===== config.mk =====
export PLATFORM = sky130hd
export DESIGN_NAME = aes_cipher_serializer
export DESIGN_NICKNAME = d
export VERILOG_FILES = /design/src/rtl/aes_pkg.sv /design/src/rtl/aes_sync_fifo.sv /design/src/rtl/aes_cipher_serializer.sv
export SDC_FILE = /design/constraint.sdc
export NUM_CORES = 1
export LEC_CHECK = 0
export ABC_AREA = 1
export BUFFER_PORTS_ARGS = -buffer_cell sky130_fd_sc_hd__buf_2
export CAP_MARGIN = 15
export CORE_MARGIN = 1
export CORE_UTILIZATION = 59
export CTS_CLUSTER_DIAMETER = 200
export DETAILED_ROUTE_END_ITERATION = 6
export GPL_TIMING_DRIVEN = 0
export HOLD_SLACK_MARGIN = 0.08
export PLACE_DENSITY = 0.78
export SLEW_MARGIN = 20
export SYNTH_ARGS = -nofsm -noshare
export SYNTH_HDL_FRONTEND = slang
export SYNTH_SLANG_ARGS = --single-unit

===== constraint.sdc =====
create_clock -name clk -period 19.9 [get_ports clk]
set_input_delay 1.99 -clock clk [delete_from_list [all_inputs] [get_ports clk]]
set_output_delay 1.99 -clock clk [all_outputs]
set_load 0.05 [all_outputs]

===== src/rtl/aes_pkg.sv =====
// Shared definitions for the AES cipher-text serializer: default widths,
// words per block and the serializer FSM encoding.
package aes_pkg;

    localparam int DATA_LEN_DEF   = 128;
    localparam int OUT_W_DEF      = 32;
    localparam int FIFO_DEPTH_DEF = 4;
    localparam int WORDS          = DATA_LEN_DEF / OUT_W_DEF;

    // Serializer states: waiting for a block, or streaming words of one.
    typedef enum logic {
        ST_IDLE = 1'b0,
        ST_SEND = 1'b1
    } ser_state_t;

    // Word-index width; a single-word block still needs a 1-bit index.
    function automatic int idx_width(input int words);
        return (words > 1) ? $clog2(words) : 1;
    endfunction

endpackage


===== src/rtl/aes_sync_fifo.sv =====
// Single-clock block FIFO with show-ahead head output. Occupancy is kept in a
// separate count register so pointers can wrap freely. A push while full is
// accepted when a pop happens on the same edge.
module aes_sync_fifo #(
    parameter int WIDTH = 128,
    parameter int DEPTH = 4
) (
    input  logic                     clk,
    input  logic                     reset,
    input  logic                     push,
    input  logic [WIDTH-1:0]         din,
    input  logic                     pop,
    output logic [WIDTH-1:0]         dout,
    output logic                     full,
    output logic                     empty,
    output logic [$clog2(DEPTH):0]   level
);

    localparam int PTR_W = $clog2(DEPTH);

    logic [WIDTH-1:0] r_mem [DEPTH];
    logic [PTR_W-1:0] r_wr_ptr;
    logic [PTR_W-1:0] r_rd_ptr;
    logic [PTR_W:0]   r_count;

    logic w_pop;
    logic w_push;

    assign full   = (r_count == (PTR_W+1)'(DEPTH));
    assign empty  = (r_count == '0);
    assign level  = r_count;
    assign dout   = r_mem[r_rd_ptr];

    // An empty FIFO ignores pops; a full one takes a push only alongside a pop.
    assign w_pop  = pop & ~empty;
    assign w_push = push & (~full | w_pop);

    // Storage array; contents need no reset because count gates every read.
    always_ff @(posedge clk) begin
        if (w_push) begin
            r_mem[r_wr_ptr] <= din;
        end
    end

    // Pointers and occupancy count.
    always_ff @(posedge clk or negedge reset) begin
        if (!reset) begin
            r_wr_ptr <= '0;
            r_rd_ptr <= '0;
            r_count  <= '0;
        end else begin
            if (w_push) begin
                r_wr_ptr <= r_wr_ptr + PTR_W'(1);
            end
            if (w_pop) begin
                r_rd_ptr <= r_rd_ptr + PTR_W'(1);
            end
            case ({w_push, w_pop})
                2'b10:   r_count <= r_count + (PTR_W+1)'(1);
                2'b01:   r_count <= r_count - (PTR_W+1)'(1);
                default: r_count <= r_count;
            endcase
        end
    end

endmodule


===== src/rtl/aes_cipher_serializer.sv =====
// Captures 128-bit cipher blocks from the non-stallable AES pipeline, buffers
// them and streams each block MSB-first as OUT_W-bit words on a valid/ready
// port. Blocks that find no room are dropped and flagged on a sticky overflow.
//
// Output handshake: a word transfers on a rising edge where m_valid and
// m_ready are both 1. Once m_valid is 1 it stays 1, with m_data/m_last
// stable, until that transfer; m_ready while m_valid is 0 is ignored.
module aes_cipher_serializer
    import aes_pkg::*;
#(
    parameter int DATA_LEN   = DATA_LEN_DEF,
    parameter int OUT_W      = OUT_W_DEF,
    parameter int FIFO_DEPTH = FIFO_DEPTH_DEF
) (
    input  logic                          clk,
    input  logic                          reset,
    input  logic                          data_valid_in,
    input  logic [DATA_LEN-1:0]           cipher_text,
    output logic                          m_valid,
    input  logic                          m_ready,
    output logic [OUT_W-1:0]              m_data,
    output logic                          m_last,
    output logic                          overflow,
    output logic [$clog2(FIFO_DEPTH):0]   fifo_level,
    output ser_state_t                    dbg_state
);

    localparam int N_WORDS = DATA_LEN / OUT_W;
    localparam int IDX_W   = idx_width(N_WORDS);

    ser_state_t          r_state;
    ser_state_t          w_state_next;
    logic [DATA_LEN-1:0] r_shift;
    logic [IDX_W-1:0]    r_idx;
    logic                r_m_valid;
    logic                r_overflow;

    logic [DATA_LEN-1:0] w_fifo_dout;
    logic                w_fifo_full;
    logic                w_fifo_empty;
    logic                w_pop;
    logic                w_load;
    logic                w_advance;
    logic                w_finish;
    logic                w_hs;
    logic                w_at_last;

    aes_sync_fifo #(
        .WIDTH (DATA_LEN),
        .DEPTH (FIFO_DEPTH)
    ) u_fifo (
        .clk   (clk),
        .reset (reset),
        .push  (data_valid_in),
        .din   (cipher_text),
        .pop   (w_pop),
        .dout  (w_fifo_dout),
        .full  (w_fifo_full),
        .empty (w_fifo_empty),
        .level (fifo_level)
    );

    assign w_hs      = r_m_valid & m_ready;
    assign w_at_last = (r_idx == IDX_W'(N_WORDS - 1));

    assign m_valid   = r_m_valid;
    assign m_data    = r_shift[DATA_LEN-1 -: OUT_W];
    assign m_last    = r_m_valid & w_at_last;
    assign overflow  = r_overflow;
    assign dbg_state = r_state;

    // FSM state register.
    always_ff @(posedge clk or negedge reset) begin
        if (!reset) begin
            r_state <= ST_IDLE;
        end else begin
            r_state <= w_state_next;
        end
    end

    // Next state plus the pop/load/advance/finish strobes for the datapath.
    always_comb begin
        w_state_next = r_state;
        w_pop        = 1'b0;
        w_load       = 1'b0;
        w_advance    = 1'b0;
        w_finish     = 1'b0;
        case (r_state)
            ST_IDLE: begin
                if (!w_fifo_empty) begin
                    w_pop        = 1'b1;
                    w_load       = 1'b1;
                    w_state_next = ST_SEND;
                end
            end
            ST_SEND: begin
                if (w_hs) begin
                    if (!w_at_last) begin
                        w_advance = 1'b1;
                    end else if (!w_fifo_empty) begin
                        // Back-to-back blocks: next block's word 0 with no bubble.
                        w_pop  = 1'b1;
                        w_load = 1'b1;
                    end else begin
                        w_finish     = 1'b1;
                        w_state_next = ST_IDLE;
                    end
                end
            end
            default: begin
                w_state_next = ST_IDLE;
            end
        endcase
    end

    // Shift register, word index and output valid.
    always_ff @(posedge clk or negedge reset) begin
        if (!reset) begin
            r_shift   <= '0;
            r_idx     <= '0;
            r_m_valid <= 1'b0;
        end else if (w_load) begin
            r_shift   <= w_fifo_dout;
            r_idx     <= '0;
            r_m_valid <= 1'b1;
        end else if (w_advance) begin
            r_shift   <= r_shift << OUT_W;
            r_idx     <= r_idx + IDX_W'(1);
        end else if (w_finish) begin
            r_idx     <= '0;
            r_m_valid <= 1'b0;
        end
    end

    // Sticky overflow: a block arrived with the FIFO full and nothing leaving.
    always_ff @(posedge clk or negedge reset) begin
        if (!reset) begin
            r_overflow <= 1'b0;
        end else if (data_valid_in && w_fifo_full && !w_pop) begin
            r_overflow <= 1'b1;
        end
    end

endmodule

==> run metrics <==
Post-Synthesis Cell Area=27800 um^2; Skew-Pair Late Insertion Delay=610 ps; failing checks=design-rule violations; skew final=between 30 and 40 ps; I/O pin count=171; Worst R2R Path Depth=10; Post-Syn Area per Cell=10.6 um^2; fin. max-slew vios=0; cells after synthesis=2621; die height=around 220 um; xor and xnor fraction of the mapped netlist area=0.0947%; cts bufs inserted=67; CTS tree=built; Starting DRT DRC Count=2330; Worst Tran Pin Value=slightly above 1000 ps; Synth Area in Adders=less than 1%; post-synthesis sequential area ratio=between 60% and 70%; Cell Pwr Density=around 100 nW/um^2; core box area=46500 um^2; Synth Net Count=about 2800; H-tree depth=3; crit start category=input port; Hold Buf Count CTS=0; GR Layer Usage met1=~38%; Cell Rows=79; Reg2Reg Setup Slack=~17000 ps; Post-DP HPWL=approximately 50000 um; total die area=about 48000 um^2; met3 usage=6.32%; mux cell area share after synthesis=0%; Warnings, synthesis=0; Tcrit/Tclk final=around a fifth; worst r2r src=r_idx[0]$_DFFE_PN0P_; largest family of logic cells by synthesized area=simple AND/OR/NAND/NOR gates; fin crit period=slightly below 4000 ps; CTS Buffer Depth=3; initial antenna violation count=10; Sum Neg Setup Slack=0 ps; CTS root buf=clkbuf_16; min-delay worst type=flop to flop; setup violators final=0; final hold vios=0; Worst Setup EP=u_fifo.r_mem[2][52]$_DFFE_PP_; M2 GR Usage=approximately half; simple-gate share of the synthesized area=about 22%; routed wire length=between 70000 and 80000 um; Overall Global Routing Usage=a little under a third; Max Freq=252 MHz; Slew headroom=32.0%; I/O Buffers=170; CP Data Required Time=about 20000 ps; vias in the first global route=slightly below 20000; Remaining DRCs=2; Placer Congestion=approximately 0.92; final core occ=69.4%; CTS clk-pin slew, worst paths=around 60 ps; Worst setup EP type=flop; DIE WIDTH=around 220 um; run status=finished with violations; start point of the critical path=m_ready; synth unique cells=27; CP max FO=14; Worst EP arrival=about 4300 ps; Peak VDD IR=around 0.08 mV; Leakage=about 15 nW; Initial Utilization=roughly 60%; post-synthesis compound-gate area fraction=less than 1%; # clock sinks=roughly 650; post-CTS resize count=0; Area growth syn-to-layout=16.1%; Post CTS Setup Buffer Count=0; Vias/cell=5.55; wire per inst=20.2 um; DR pass1 iterations=7; worst flop-to-flop path endpoint=u_fifo.r_mem[2][52]$_DFFE_PP_; first-pass GRT wire length=about 110000 um; FF+latch count, synth=approximately 650; largest net degree at the start of global routing=a little under 100; number of routed nets with antenna violations=0; share of layout cells above drive strength 1=17.4%; Congestion Overflow GR=0; crit path kind=input port to flop; RSZ-0062 raised after global routing=false; Nets=3028; maxcap violations=0; grt peak-use layer=met2; via count=a little under 20000
-- layer usage --
metal	vias up	part of all wire, %
met5	-	0.058
met4	6	4.4
met3	206	8.9
met2	1022	50
met1	9479	37
li1	9012	-
-- critical path, cell delays in order --
cell	delay [ps]
buf_2	120
nand3_1	100
nand2_2	100
o21ai_1	800
nor2_4	240
buf_16	250
buf_16	160
buf_16	170
buf_16	170
buf_16	160
-- cell type report --
cell class	count	area [um^2]
multi-input cells	1397	6380
diodes	10	25.0
plain buffers	169	1000
repair buffers	199	1580
inverters	403	1520
clock inverters	25	176
flip-flops and latches	652	18900
well taps	607	759
fillers	3246	14200
clock buffers	95	1890
-- Yosys cell counts --
cell type / number / area, um^2
a21oi_1: 1 / 5.00
buf_1: 14 / 52.6
buf_2: 77 / 385
buf_4: 48 / 360
buf_6: 11 / 124
buf_8: 1 / 15.0
clkbuf_1: 18 / 67.6
clkinv_4: 1 / 8.76
dfrtp_1: 140 / 3500
edfxtp_1: 512 / 15400
fa_1: 1 / 20.0
ha_1: 6 / 75.1
inv_1: 396 / 1490
inv_2: 6 / 22.5
nand2_1: 852 / 3200
nand2_2: 2 / 12.5
nand3_1: 416 / 2080
nand3_2: 71 / 711
nand4_1: 1 / 6.26
nor2_1: 6 / 22.5
nor2_2: 1 / 6.26
o21ai_0: 7 / 35.0
o21ai_1: 28 / 140
o21bai_1: 1 / 7.51
or2_1: 1 / 6.26
xnor2_1: 1 / 8.76
xor2_1: 2 / 17.5
-- placed cells by master, fill, tap and decap left out, drive strengths merged --
cell	count
a21oi	1
buf	350
bufinv	1
clkbuf	113
clkinv	17
clkinvlp	3
dfrtp	140
diode	10
edfxtp	512
fa	1
ha	6
inv	407
nand2	854
nand3	487
nand4	1
nor2	7
o21ai	35
o21bai	1
or2	1
xnor2	1
xor2	2
-- worst min-delay path by stage --
stage	start	end	slack (ps)	cells past startpoint
after floorplan	r_idx[1]$_DFFE_PN0P_	r_idx[1]$_DFFE_PN0P_	450	2
after global placement	overflow$_DFFE_PN0P_	overflow$_DFFE_PN0P_	460	1
after detailed placement	r_idx[1]$_DFFE_PN0P_	r_idx[1]$_DFFE_PN0P_	470	2
after CTS	r_idx[1]$_DFFE_PN0P_	r_idx[1]$_DFFE_PN0P_	480	2
after global routing	r_idx[1]$_DFFE_PN0P_	r_idx[1]$_DFFE_PN0P_	500	2
final	r_idx[1]$_DFFE_PN0P_	r_idx[1]$_DFFE_PN0P_	480	2
-- kinds of logic after synthesis --
| group | after synthesis |
|---|---|
| compound gates | 37 |
| buf+inv | 572 |
| flops | 652 |
| fa+ha+maj | 7 |
| simple gates | 1350 |
| xor+xnor | 3 |
-- where the power goes --
part	leakage, nW	internal [mW]	switching, mW	total, mW
clock	1.00	0.679	0.510	1.19
combinational	6.91	0.144	0.285	0.429
sequential	6.62	1.70	0.0483	1.75
-- flip-flops by register name, indices dropped and copies added (netlist names) --
signal           count
dbg_state            1
u_fifo.r_rd_ptr      2
u_fifo.level         3
r_shift            128
u_fifo.r_wr_ptr      2
u_fifo.r_mem       512
overflow             1
m_valid              1
r_idx                2
-- per-stage QoR --
stage / cell area, um^2 / cells / power (mW) / worst slack, ps / hold slack (ps)
floorplan: 27800 / 2621 / 2.01 / 11590 / 446
global placement: 29400 / 3398 / 2.17 / 7020 / 457
detailed placement: 30100 / 3427 / 2.20 / 15390 / 468
CTS: 32200 / 3547 / 3.38 / 15950 / 482
global route: 32200 / 3551 / 3.48 / 15850 / 497
finish: 32200 / 3557 / 3.37 / 15930 / 483
Note: power is estimated with default switching activity, not from simulation.
